$ cat config.mk
export PLATFORM = sky130hd
export DESIGN_NAME = inst_sram_responder
export DESIGN_NICKNAME = d
export VERILOG_FILES = /design/src/rtl/inst_sram_responder.sv
export SDC_FILE = /design/constraint.sdc
export NUM_CORES = 1
export LEC_CHECK = 0
export ABC_AREA = 1
export BUFFER_PORTS_ARGS = -buffer_cell sky130_fd_sc_hd__buf_2
export CAP_MARGIN = 20
export CORE_MARGIN = 2
export CORE_UTILIZATION = 40
export CTS_BUF_LIST = sky130_fd_sc_hd__clkbuf_8
export CTS_CLUSTER_SIZE = 16
export DETAILED_ROUTE_END_ITERATION = 7
export GPL_TIMING_DRIVEN = 0
export SYNTH_ARGS = -nofsm -noshare
export SYNTH_HDL_FRONTEND = slang
export SYNTH_SLANG_ARGS = --single-unit
$ cat constraint.sdc
create_clock -name clk -period 6 [get_ports clk]
set_clock_uncertainty 0.1 [all_clocks]
set_input_delay 0.9 -clock clk [delete_from_list [all_inputs] [get_ports clk]]
set_output_delay 0.9 -clock clk [all_outputs]
set_load 0.02 [all_outputs]
$ cat src/rtl/inst_sram_responder.sv
// In-order SRAM-like instruction-fetch responder: request queue feeding a single-port RAM access FSM.
// Optional build macro RESP_STALL_EN adds LFSR-driven extra wait cycles before each access.
module inst_sram_responder #(
    parameter int unsigned DEPTH   = 4,
    parameter int unsigned LATENCY = 0,
    parameter int unsigned AW      = 16
) (
    input  logic          clk,
    input  logic          resetn,
    input  logic          inst_sram_req,
    input  logic          inst_sram_wr,
    input  logic [1:0]    inst_sram_size,
    input  logic [3:0]    inst_sram_wstrb,
    input  logic [31:0]   inst_sram_addr,
    input  logic [31:0]   inst_sram_wdata,
    output logic          inst_sram_addr_ok,
    output logic          inst_sram_data_ok,
    output logic [31:0]   inst_sram_rdata,
    output logic [3:0]    outstanding,
    output logic          mem_en,
    output logic [3:0]    mem_we,
    output logic [AW-1:0] mem_addr,
    output logic [31:0]   mem_wdata,
    input  logic [31:0]   mem_rdata
);

    localparam int unsigned PW = $clog2(DEPTH);
    localparam int unsigned CW = PW + 1;
    localparam int unsigned TW = 5;

    typedef struct packed {
        logic        wr;
        logic [1:0]  size;
        logic [3:0]  wstrb;
        logic [31:0] addr;
        logic [31:0] wdata;
    } entry_t;

    typedef enum logic [1:0] {IDLE, WAIT, ACCESS, RESP} state_t;

    entry_t        q [DEPTH];
    logic [PW-1:0] wr_ptr;
    logic [PW-1:0] rd_ptr;
    logic [CW-1:0] count;
    state_t        state;
    state_t        state_n;
    logic [TW-1:0] cnt;
    logic [TW-1:0] cnt_n;
    logic [TW-1:0] wait_total;
    logic          push;
    logic          pop;
    logic          start;
    entry_t        head;
    entry_t        head_n;
    logic          unused_bits;

    assign inst_sram_addr_ok = (count != CW'(DEPTH));
    assign push              = inst_sram_req && inst_sram_addr_ok;
    assign head              = q[rd_ptr];
    // Entry that will sit at the head next cycle; used to load the RAM access registers.
    assign head_n            = pop ? q[rd_ptr + PW'(1)] : head;
    assign outstanding       = 4'(count);
    assign inst_sram_rdata   = (inst_sram_data_ok && !head.wr) ? mem_rdata : 32'h0;
    assign unused_bits       = ^{head_n};

    // Queue storage; payload needs no reset since validity comes from count.
    always_ff @(posedge clk) begin
        if (push) begin
            q[wr_ptr] <= '{wr: inst_sram_wr, size: inst_sram_size, wstrb: inst_sram_wstrb,
                           addr: inst_sram_addr, wdata: inst_sram_wdata};
        end
    end

    always_ff @(posedge clk or negedge resetn) begin
        if (!resetn) begin
            wr_ptr <= '0;
            rd_ptr <= '0;
            count  <= '0;
        end else begin
            if (push) wr_ptr <= wr_ptr + PW'(1);
            if (pop)  rd_ptr <= rd_ptr + PW'(1);
            if (push && !pop)      count <= count + CW'(1);
            else if (pop && !push) count <= count - CW'(1);
        end
    end

`ifdef RESP_STALL_EN
    logic [7:0] lfsr;

    // x^8+x^6+x^5+x^4+1 Fibonacci LFSR, free running.
    always_ff @(posedge clk or negedge resetn) begin
        if (!resetn) lfsr <= 8'hA5;
        else         lfsr <= {lfsr[6:0], lfsr[7] ^ lfsr[5] ^ lfsr[4] ^ lfsr[3]};
    end

    assign wait_total = TW'(LATENCY) + TW'(lfsr[1:0]);
`else
    assign wait_total = TW'(LATENCY);
`endif

    always_comb begin
        state_n = state;
        cnt_n   = cnt;
        pop     = 1'b0;
        start   = 1'b0;
        case (state)
            IDLE:   start = (count != '0);
            WAIT:   if (cnt == '0) state_n = ACCESS;
                    else           cnt_n   = cnt - TW'(1);
            ACCESS: state_n = RESP;
            RESP: begin
                pop   = 1'b1;
                start = (count > CW'(1));
                if (!start) state_n = IDLE;
            end
            default: state_n = IDLE;
        endcase
        if (start) begin
            if (wait_total != '0) begin
                state_n = WAIT;
                cnt_n   = wait_total - TW'(1);
            end else begin
                state_n = ACCESS;
            end
        end
    end

    always_ff @(posedge clk or negedge resetn) begin
        if (!resetn) begin
            state             <= IDLE;
            cnt               <= '0;
            inst_sram_data_ok <= 1'b0;
            mem_en            <= 1'b0;
            mem_we            <= 4'b0;
            mem_addr          <= '0;
            mem_wdata         <= 32'h0;
        end else begin
            state             <= state_n;
            cnt               <= cnt_n;
            inst_sram_data_ok <= (state_n == RESP);
            mem_en            <= (state_n == ACCESS);
            mem_we            <= (state_n == ACCESS && head_n.wr) ? head_n.wstrb : 4'b0;
            if (state_n == ACCESS) begin
                mem_addr  <= head_n.addr[AW+1:2];
                mem_wdata <= head_n.wdata;
            end
        end
    end

endmodule

# Word level (Yosys, flattened, before mapping)
# Memory sizes are Yosys's and may differ from the RTL's.
# Index checks and enable logic that the tools add are counted.
[totals]
register_bits = 68
mem_bits_rw = 284
in_bits = 106
out_inout_bits = 91
mem_count = 1
[mem_list]
columns = ["name", "words", "width", "rd", "rd_clocked_by_memory_dff", "wr", "line", "text"]
rows = [
  ["q", 4, 71, 2, 0, 1, "41", "entry_t q [DEPTH];"],
]
[op_classes]
addsub = 5
magnitude_cmp = 1
n_eq_ne = 6
muxes = 13
n_bitwise = 1
reduce_logical = 13
[ops]
columns = ["cell", "n"]
rows = [
  ["$mux W71", 1],
  ["$mux W32", 1],
  ["$eq A2 B2 Y1 const B", 4],
  ["$mux W2", 3],
  ["$mux W3", 2],
  ["$pmux W2 S3", 1],
  ["$logic_and A1 B1 Y1", 5],
  ["$logic_not A5 Y1", 1],
  ["$sub A5 B1 Y5 const B", 1],
  ["$add A2 B1 Y2 const B", 2],
  ["$mux W4", 1],
  ["$add A3 B1 Y3 const B", 1],
  ["$gt A3 B1 Y1 const B", 1],
  ["$logic_not A1 Y1", 3],
  ["$mux W1", 3],
  ["$ne A3 B3 Y1 const B", 1],
  ["$reduce_bool A3 Y1", 1],
  ["$sub A3 B1 Y3 const B", 1],
  ["$eq A2 B1 Y1 const B", 1],
  ["$logic_not A2 Y1", 1],
  ["$pmux W1 S2", 1],
  ["$reduce_and A2 Y1", 1],
  ["$reduce_bool A2 Y1", 1],
  ["$not A1 Y1", 1],
]

# Logic depth before layout (Yosys ltp)
[logic_depth]
depth_word = 7
depth_mapped = 15
ltp_nobuf = 13

# Worst setup path before layout
# No wires, ideal clock.
[synth_path]
path_type = "flip-flop to flip-flop"
startpoint = "reg count[0]"
endpoint = "mem q[0][0] (netlist bit), enable pin"
setup_ns = 0.464
arrival_time_ns = 3.442
required_time_ns = 5.436
path_slack_ns = 1.994
stages_incl_launch_ff = 6
path_buffers = 0
synth_period_minus_slack_ns = 4.006
cell_sequence = "dfrtp_1 inv_1 ha_1 nand2_1 nand2_1 nor2_1"
[synth_between]
elab_chain_len = 4
[synth_lines]
columns = ["element", "line", "text"]
rows = [
  ["start: declaration", "44", "logic [CW-1:0] count;"],
  ["start signal: assignment", "82", "if (push && !pop) count <= count + CW'(1);"],
  ["start signal: assignment", "83", "else if (pop && !push) count <= count - CW'(1);"],
  ["$ne A3 B3 Y1", "57", "assign inst_sram_addr_ok = (count != CW'(DEPTH));"],
  ["named net inst_sram_addr_ok", "16", "output logic inst_sram_addr_ok,"],
  ["$logic_and A1 B1 Y1", "58", "assign push = inst_sram_req && inst_sram_addr_ok;"],
  ["$mux W1", "68", "if (push) begin"],
  ["$mux W1 (not written as such)", "69", "q[wr_ptr] <= '{wr: inst_sram_wr, size: inst_sram_size, wstrb: inst_sram_wstrb,"],
  ["end: declaration", "41", ""],
]
# The timed path passes the listed nets, and every way through them passes these cells.

# Worst setup path after layout
[layout_path]
startpoint = "reg rd_ptr[1]"
endpoint = "out inst_sram_rdata[18]"
[layout_between]
elab_chain_len = 4
[layout_lines]
columns = ["element", "line", "text"]
rows = [
  ["start: declaration", "43", "logic [PW-1:0] rd_ptr;"],
  ["start signal: assignment", "81", "if (pop) rd_ptr <= rd_ptr + PW'(1);"],
  ["$mem_v2 Z4 W71", "--", ""],
  ["$logic_not A1 Y1", "63", "assign inst_sram_rdata = (inst_sram_data_ok && !head.wr) ? mem_rdata : 32'h0;"],
  ["$logic_and A1 B1 Y1", "63", ""],
  ["$mux W32", "63", ""],
  ["end: declaration", "18", "output logic [31:0] inst_sram_rdata,"],
]
# Every way passes these cells.

==> results.yml <==
synthesis:
  synth_cell_types: 31
  yosys-top-cells-area: "edfxtp_1 50%, dfrtp_1 13%, nand2_1 13%"
  synth_flop_cell: "edfxtp_1"
  synth_warnings: 0
  syn_nets: 1384
  synth_top_area_share: 0.501
  synthCells: 1262
  yosys-top-cells-count: "426 x nand2_1, 212 x edfxtp_1, 158 x inv_1"
  synthMostInstantiatedCell: "nand2_1"
  synth-edff-count: 212
  syn_area_per_cell_um2: 10.1
  syn_area_mm2: 0.0127
  ys_ff_latch: 280
  async_reset_ff_frac: 0.243
  synth_top_area_cell: "edfxtp_1"
  seq_area_frac_synth: 0.635
timing:
  max_slew_margin: 0.523
  fin_crit_sh: 0.570
  hold_ws_ps: 128
  drv_slew: 0
  setup_viol: 0
  hold_viol: 0
  setup-tns-final_ps: 0
  finalCriticalPeriod_ps: 3420
  worst_slew_pin_slew_ps: 715
  rsz0062_at_grt: "no"
  setup_ws_ps: 2580
  fmax_mhz: 292
cells_and_area:
  syn_to_final_growth_pct: 20.4
  postLayoutCoreUtil: 0.487
  layout.nets: 1619
  multi_input_area_mm2: 0.00366
  fill_cells: 2881
  register_area_mm2: 0.00807
  final_cell_count_no_fill: 1941
  finalInstanceArea_mm2: 0.0153
  drive_gt1_frac: 0.221
setup_path:
  max_stage_delay_ps: 330
  arrival_ps: 2420
  worst_setup_path_start_kind: "flip-flop"
  crit_required_ps: 5000
  critPathSlowestCell: "buf_2"
  cp_max_fo: 10
  worstPathCellList: "buf_2, buf_2, nand3_1, nand2_1, nand2_1, buf_2, nor2_1, buf_2"
  cp_top_family: "buffers and inverters"
  worst-path-buf-inv: 4
  critPathKind: "reg2out"
  cp-end-kind: "primary output"
  path_common_cell: "buf_2"
power_and_ir_drop:
  pwr-share-comb: 0.480
  p_sw_frac: 0.435
  leakagePower_nw: 7.19
  power_mw: 8.65
  peakVddDrop_uv: 276
  pwr-share-seq: 0.324
  power_density_mw_per_mm2: 565
  internal-power_mw: 4.88
  clockPowerShare: 0.197
  p_sw_mw: 3.76
die:
  std_cell_rows: 65
  die-width_um: 182
  die_height_um: 182
  start_util: 0.405
  core_mm2: 0.0314
  die-area_mm2: 0.0332
  ioPinCount: 197
clock_tree:
  clock_latency_ps: 560
  hold_buffers: 0
  cts_root_buf: "clkbuf_8"
  cts_buffers: 47
  htree_num_levels: 2
  post_cts_resized: 0
  cts_num_sinks: 280
  path_clk_slew_ps: 60
  cts_tree: "built"
  cts_setup_buffers: 0
  cts_buffer_depth: 3
grt:
  grtUsageMet1: 0.254
  met2_usage: 0.319
  grt.busiest_layer: "met2"
  grt_pass1_wl_um: 49400
  grt_overflow_total: 0
  grt_max_degree: 52
  antenna_found_initial: 4
  grt_pass1_vias: 8927
  track_usage: 0.192
  grt_use_met3: 0.0363
routing:
  wl_per_cell_um: 16.6
  vias: 9498
  wl_um: 32300
  drtAntennaViolNets: 0
  drtPass1Iterations: 5
  drc: 0
  routed_via_density: 4.89
  drt_iter0_drc: 702
place:
  io_buffers: 177
  place_ws_ps: 3130
  postPlaceCellArea_mm2: 0.0143
  dp_hpwl_um: 21500
  gp_congestion: 0.782
  place_inst: 1850
run:
  drv_cap: 0
outcome:
  outcome: "finished, final reports clean"
min_path:
  hold_class: "in2async"
-- layout make-up --
| class | instances | area share |
|---|---|---|
| Clock inverter | 36 | 0.0156 |
| Sequential cell | 280 | 0.527 |
| Timing Repair Buffer | 186 | 0.0713 |
| Clock buffer | 52 | 0.0468 |
| Antenna cell | 3 | 0.000491 |
| Tap cell | 402 | 0.0329 |
| Multi-Input combinational cell | 751 | 0.239 |
| Inverter | 162 | 0.0398 |
| Buffer | 69 | 0.0265 |
-- layout by cell type (no fill, tap or decap), drive strengths merged --
cell,n
a21oi,4
inv,176
clkinvlp,1
conb,1
nand2,432
nand3b,1
xnor2,1
bufinv,3
o211ai,1
ha,16
o21ai,19
nand3,105
clkbuf,73
buf,234
diode,3
edfxtp,212
clkinv,18
o221ai,3
o22ai,96
xor2,7
and3,1
nor4,2
dfrtp,68
nor2,62
-- logic make-up after synthesis --
kind of cell,count (synthesis),synth area share
XOR/XNOR,8,0.00551
AND/OR/NAND/NOR,603,0.193
adder cells (fa/ha/maj),16,0.0158
flip-flops,280,0.635
other,1,0.000295
AO/OA/AOI/OAI,123,0.0708
buffers and inverters,231,0.0797
-- metal layers --
| layer | vias to the layer above | share of wire |
|---|---|---|
| li1 | 4651 | - |
| met1 | 4448 | 0.44 |
| met2 | 345 | 0.47 |
| met3 | 50 | 0.066 |
| met4 | 4 | 0.020 |
| met5 | - | 0.00084 |
-- state kept, by name, summed over array words and instances (netlist names) --
register and flops:
cnt 5, count 3, inst_sram_data_ok 1, mem_addr 16, mem_en 1, mem_wdata 32, mem_we 4, q 212
rd_ptr 2, state 2, wr_ptr 2
-- power groups by stage --
stage	Clock [mW]	Sequential, mW	Combinational [mW]
final	1.70	2.80	4.15
after global routing	1.82	2.85	4.61
after detailed placement	0	2.84	4.16
after CTS	1.73	2.80	4.18
after global placement	0	2.88	4.01
after floorplan	0	3.06	2.56
-- worst paths after layout --
check	cells past startpoint	slack [ps]	from	end
max	8	2580	rd_ptr[1]	inst_sram_rdata[18]
min	1	130	resetn	mem_en
max reg2reg	7	3330	count[0]	q[0][27]
min reg2reg	2	360	mem_wdata[3]	mem_wdata[3]
max in group asynchronous	2	5100	resetn	mem_wdata[21]
min in group clk	2	360	mem_wdata[3]	mem_wdata[3]
No activity file was read; power rests on OpenSTA's default activity.
